`src/rtl/fp_to_int_seq.sv`:
```
// IEEE-754 single to int32 converter, truncating toward zero like a C cast.
// One logical right shift per cycle; saturates on overflow/Inf, flags NaN.
//
// state       | meaning
// ------------+-------------------------------------------------------------
// STATE_IDLE  | waiting for start; last result/flags held on the outputs
// STATE_SHIFT | shifting mag right until cnt reaches zero, then publishing
module fp_to_int_seq (
  input  logic        clk,
  input  logic        rst_n,
  input  logic        start,
  input  logic [31:0] fp_in,
  output logic        busy,
  output logic        done,
  output logic [31:0] int_out,
  output logic        overflow,
  output logic        invalid
);

  localparam logic STATE_IDLE  = 1'b0;
  localparam logic STATE_SHIFT = 1'b1;

  logic        state_q, state_d;
  logic        sign_q, sign_d;
  logic [31:0] mag_q, mag_d;
  logic [4:0]  cnt_q, cnt_d;
  logic        sat_q, sat_d;
  logic        nan_q, nan_d;
  logic [31:0] int_out_q, int_out_d;
  logic        overflow_q, overflow_d;
  logic        invalid_q, invalid_d;
  logic        done_q, done_d;

  logic        op_sign;
  logic [7:0]  op_exp;
  logic [22:0] op_frac;
  logic        op_small;
  logic        op_nan;
  logic        op_ovf;
  logic [31:0] result_w;

  assign op_sign  = fp_in[31];
  assign op_exp   = fp_in[30:23];
  assign op_frac  = fp_in[22:0];
  assign op_small = (op_exp < 8'd127);
  assign op_nan   = (op_exp == 8'd255) && (op_frac != 23'd0);
  // Inf falls under e > 158; exactly -2^31 is the only representable e = 158
  assign op_ovf   = (op_exp > 8'd158) ||
                    ((op_exp == 8'd158) && !(op_sign && (op_frac == 23'd0)));

  always_comb begin
    if (nan_q) begin
      result_w = 32'h8000_0000;
    end else if (sat_q) begin
      result_w = sign_q ? 32'h8000_0000 : 32'h7FFF_FFFF;
    end else begin
      result_w = sign_q ? (~mag_q + 32'd1) : mag_q;
    end
  end

  always_comb begin
    state_d    = state_q;
    sign_d     = sign_q;
    mag_d      = mag_q;
    cnt_d      = cnt_q;
    sat_d      = sat_q;
    nan_d      = nan_q;
    int_out_d  = int_out_q;
    overflow_d = overflow_q;
    invalid_d  = invalid_q;
    done_d     = 1'b0;
    case (state_q)
      STATE_IDLE: begin
        if (start) begin
          state_d = STATE_SHIFT;
          sign_d  = op_sign;
          mag_d   = {1'b1, op_frac, 8'b0};
          // 158 - e modulo 32 only needs the low five exponent bits
          cnt_d   = 5'd30 - op_exp[4:0];
          sat_d   = 1'b0;
          nan_d   = 1'b0;
          if (op_small) begin
            mag_d = 32'd0;
            cnt_d = 5'd0;
          end else if (op_nan) begin
            nan_d = 1'b1;
            cnt_d = 5'd0;
          end else if (op_ovf) begin
            sat_d = 1'b1;
            cnt_d = 5'd0;
          end
        end
      end
      STATE_SHIFT: begin
        if (cnt_q != 5'd0) begin
          mag_d = mag_q >> 1;
          cnt_d = cnt_q - 5'd1;
        end else begin
          int_out_d  = result_w;
          overflow_d = sat_q;
          invalid_d  = nan_q;
          done_d     = 1'b1;
          state_d    = STATE_IDLE;
        end
      end
      default: state_d = STATE_IDLE;
    endcase
  end

  always_ff @(posedge clk or negedge rst_n) begin
    if (!rst_n) begin
      state_q    <= STATE_IDLE;
      sign_q     <= 1'b0;
      mag_q      <= 32'd0;
      cnt_q      <= 5'd0;
      sat_q      <= 1'b0;
      nan_q      <= 1'b0;
      int_out_q  <= 32'd0;
      overflow_q <= 1'b0;
      invalid_q  <= 1'b0;
      done_q     <= 1'b0;
    end else begin
      state_q    <= state_d;
      sign_q     <= sign_d;
      mag_q      <= mag_d;
      cnt_q      <= cnt_d;
      sat_q      <= sat_d;
      nan_q      <= nan_d;
      int_out_q  <= int_out_d;
      overflow_q <= overflow_d;
      invalid_q  <= invalid_d;
      done_q     <= done_d;
    end
  end

  assign busy     = (state_q == STATE_SHIFT);
  assign done     = done_q;
  assign int_out  = int_out_q;
  assign overflow = overflow_q;
  assign invalid  = invalid_q;

endmodule

```
`config.mk`:
```
export PLATFORM = sky130hd
export DESIGN_NAME = fp_to_int_seq
export DESIGN_NICKNAME = d
export VERILOG_FILES = /design/src/rtl/fp_to_int_seq.sv
export SDC_FILE = /design/constraint.sdc
export NUM_CORES = 1
export LEC_CHECK = 0
export ABC_AREA = 0
export BUFFER_PORTS_ARGS = -buffer_cell sky130_fd_sc_hd__buf_2
export CORE_ASPECT_RATIO = 1.75
export CORE_MARGIN = 2
export CORE_UTILIZATION = 50
export CTS_BUF_LIST = sky130_fd_sc_hd__clkbuf_8
export DETAILED_ROUTE_END_ITERATION = 7
export GPL_ROUTABILITY_DRIVEN = 0
export PLACE_DENSITY = 0.72
export SYNTH_ARGS = -nofsm -noshare
export SYNTH_HDL_FRONTEND = slang
export SYNTH_SLANG_ARGS = --single-unit
export TNS_END_PERCENT = 1
```
`constraint.sdc`:
```
create_clock -name clk -period 4.3 [get_ports clk]
set_clock_uncertainty 0.15 [all_clocks]
set_input_delay 0.86 -clock clk [delete_from_list [all_inputs] [get_ports clk]]
set_output_delay 0.86 -clock clk [all_outputs]
set_load 0.005 [all_outputs]
```
==> implementation parameters <==
Parameter                              Value

Die
  Effective utilization at floorplan ... between 50% and 60%
  Io pins ... 71
  Chip width ... 75.1 um
  Die Span Y ... 128 um
  Die ar. ... 9640 um2
  Core area ... 8610 um2
  Cell row count ... 45

Global route
  Leftover overflow at the end of global routing ... 0
  Number of antenna violations at the first check in global routing ... 0
  Wire length of the first global-routing pass ... 18200 um
  All-layer global routing usage ... 24.0%
  Vias in the first global route ... 3672
  Largest net degree at the start of global routing ... 77

Cells and area
  Fraction of final layout cells sized beyond drive strength 1 ... 20.0%
  Final cell utilization of the core ... about three fifths
  Synthesis-to-finish area growth ... 13.6%
  NumNets Final ... about 580
  Number of antenna cells inserted ... 0
  Final instance area ... 5020 um2

Place
  Dpl cell area ... 4800 um2
  Count of input and output buffers ... 70
  Detailed Place HPWL ... 7530 um

Clocking
  Inserted Clock Buffers ... 9
  Clock root buffer ... clkbuf_8
  Post-CTS resize count ... 0
  Setup repair bufs after CTS ... 0
  Clock transition time at the flip-flop clock pins of the worst setup and hold paths ... 80 ps
  Count of H-tree levels built during CTS ... 3
  Clock tree buffer depth ... 2
  CTS Hold Bufs ... 0
  Number of sinks handled by clock tree synthesis ... 76
  Clk Latency, worst-skew pair ... 350 ps
  CTS tree ... yes

Routing
  Routed length on met3 ... 453 um
  First-pass iteration count of the detailed router ... 6
  Vias ... about 4000
  Met1 layer wirelength in the final routing ... between 4000 and 5000 um
  1st-iter DRT viols ... 370
  Wire length on met2 ... 5340 um
  WL per Instance ... 16.5 um
  DRT Wirelength ... 10900 um
  Routed via count divided by cell count ... 6.06
  Count of antenna-violating nets left after detailed routing ... 0
  Highest routed metal layer ... met4
  Count of unresolved DRC violations after routing ... 0

Critical path
  Worst setup startpoint ... cnt_q[0]$_DFFE_PN0P_
  Critical setup path kind ... register to register
  CP Data Arrival Time ... just over 3000 ps
  Required time worst endpoint ... ~4400 ps
  Crit-path max FO ... 54
  Reg-to-reg startpoint ... cnt_q[0]$_DFFE_PN0P_
  Type of origin of the critical path ... register
  Critical Path End Type ... register

STA
  Fin Setup TNS ... 0 ps
  Maximum clock frequency ... 347 MHz
  Slew headroom ... 36.7%
  Post-layout min period ... 2880 ps
  Final count of negative-setup-slack endpoints ... 0
  Hold violation count in the final report ... 0
  Unrepaired setup endpoints after global routing ... no
  Final Max Slew Viols ... 0
  Transition time of the tightest slew-check pin ... 950 ps
  Final cycle utilization of the critical path ... between 60% and 70%

Yosys
  Count of cell types in the netlist ... 56
  Avg Inst Size Synth ... approximately 9.0 um2
  Cells after Synth ... 489
  Post-synthesis async set-or-reset flop share ... 100%
  Most numerous cell types in the synthesized netlist ... dfrtp_1 (76), nand2_1 (76), inv_1 (32)
  FF+latch count, synth ... 76
  Proportion of netlist area held by the largest area contributor ... between 40% and 50%
  EDFF count, synth ... 0
  Biggest area contributors in the synthesized netlist ... dfrtp_1 (43%), nand2_1 (6.4%), a222oi_1 (5.2%)
  Synthesis warning total ... 0
  Most area-hungry cell type in the Yosys netlist ... dfrtp_1
  Main flop type after synthesis ... dfrtp_1
  Synth Net Count ... 530
  Area of the mapped netlist ... 4420 um2
  Share of the yosys chip area belonging to registers ... roughly 43%

Power and ir drop
  Static power due to leakage ... 2.32 nW
  Power per cell area ... 760 nW/um2
  Max rail drop VDD ... 0.461 mV

Run
  Number of max-cap violations ... 0

Hold path
  Startpoint of the tightest hold check path ... int_out[12]$_DFFE_PN0P_
  Class of the most critical hold timing path ... register to register

Run status
  Result of the run ... completed
## layout make-up
type                            instances  area [um2]
Tap cell                              117         146
Clock inverter                          5        85.1
Inverter                               32         120
Timing Repair Buffer                   75         390
Sequential cell                        76        1900
Multi-Input combinational cell        343        2240
Fill cell                             786        3590
Clock buffer                           10         138
## layout by cell type, fill, tap and decap left out, types with 5 or more instances in the layout
cell       instances
a211o_1            5
a211oi_1          20
a21oi_1            9
a222oi_1          23
a2bb2oi_1         11
and2_1             5
buf_2             69
buf_4              6
clkbuf_8          10
dfrtp_1           76
ha_1               6
inv_1             32
nand2_1           76
nand3_1           10
nor2_1            18
nor3_1            22
nor4_1             8
o21a_1             5
o21ai_0           29
o31ai_1            9
o41ai_1            5
or3_1              9
or4_1              5
xnor2_1           16
## through the flow
stage	power [mW]	setup slack, ps	std cells	hold WS [ps]
2_1_floorplan	2.71	1950	489	311
3_3_place_gp	3.14	1500	643	299
3_5_place_dp	3.21	1430	643	309
4_1_cts	3.83	1400	658	327
5_1_grt	4.14	1090	658	336
6_report	3.82	1420	658	318
## where the power goes
| group | leakage (nW) | internal [mW] | switching [mW] |
|---|---|---|---|
| Clock | 0.109 | 0.342 | 0.265 |
| Combinational | 1.25 | 0.769 | 1.06 |
| Sequential | 0.964 | 1.02 | 0.353 |
| Total | 2.32 | 2.14 | 1.68 |
## flip-flops by register name (all words and copies together), names as in the netlist
| name | flops |
|---|---|
| sat_q | 1 |
| done | 1 |
| cnt_q | 5 |
| invalid | 1 |
| nan_q | 1 |
| mag_q | 32 |
| overflow | 1 |
| int_out | 32 |
| busy | 1 |
| sign_q | 1 |
## routing by layer
metal | track usage (%) | vias up
met5 | 0 | -
met4 | 9.56 | 0
met3 | 3.21 | 20
met2 | 37.4 | 112
met1 | 33.6 | 1939
li1 | - | 1919
## final timing paths
kind	end	slack [ps]	cells past startpoint
setup reg to reg	int_out[16]$_DFFE_PN0P_	1420	9
hold reg to reg	int_out[12]$_DFFE_PN0P_	320	2
setup / recovery	int_out[16]$_DFFE_PN0P_	1420	9
hold / removal	int_out[12]$_DFFE_PN0P_	320	2
max in group asynchronous	int_out[20]$_DFFE_PN0P_	2870	1
min in group asynchronous	sign_q$_DFFE_PN0P_	480	1
## worst max-delay path: stages, from the launching register on
cell     delay [ps]
dfrtp_1         410
inv_1           110
ha_1            140
nor4b_2         400
nand2_1         100
buf_4           320
inv_1           190
nand2_1         420
or3_1           500
nand3_1          80
## cells by family (layout without fill, tap and decap cells)
group	after synthesis	count (layout)	share of synthesized area, %
DFF	76	76	43.0
adders and majority gates	6	6	1.70
buffers and inverters	70	122	6.34
and+or+nand+nor	182	182	21.6
muxes	5	5	1.27
AOI/OAI and AO/OA	134	134	22.9
xor gates and xnor gates	16	16	3.17
Power figures use the tool's default switching activity.
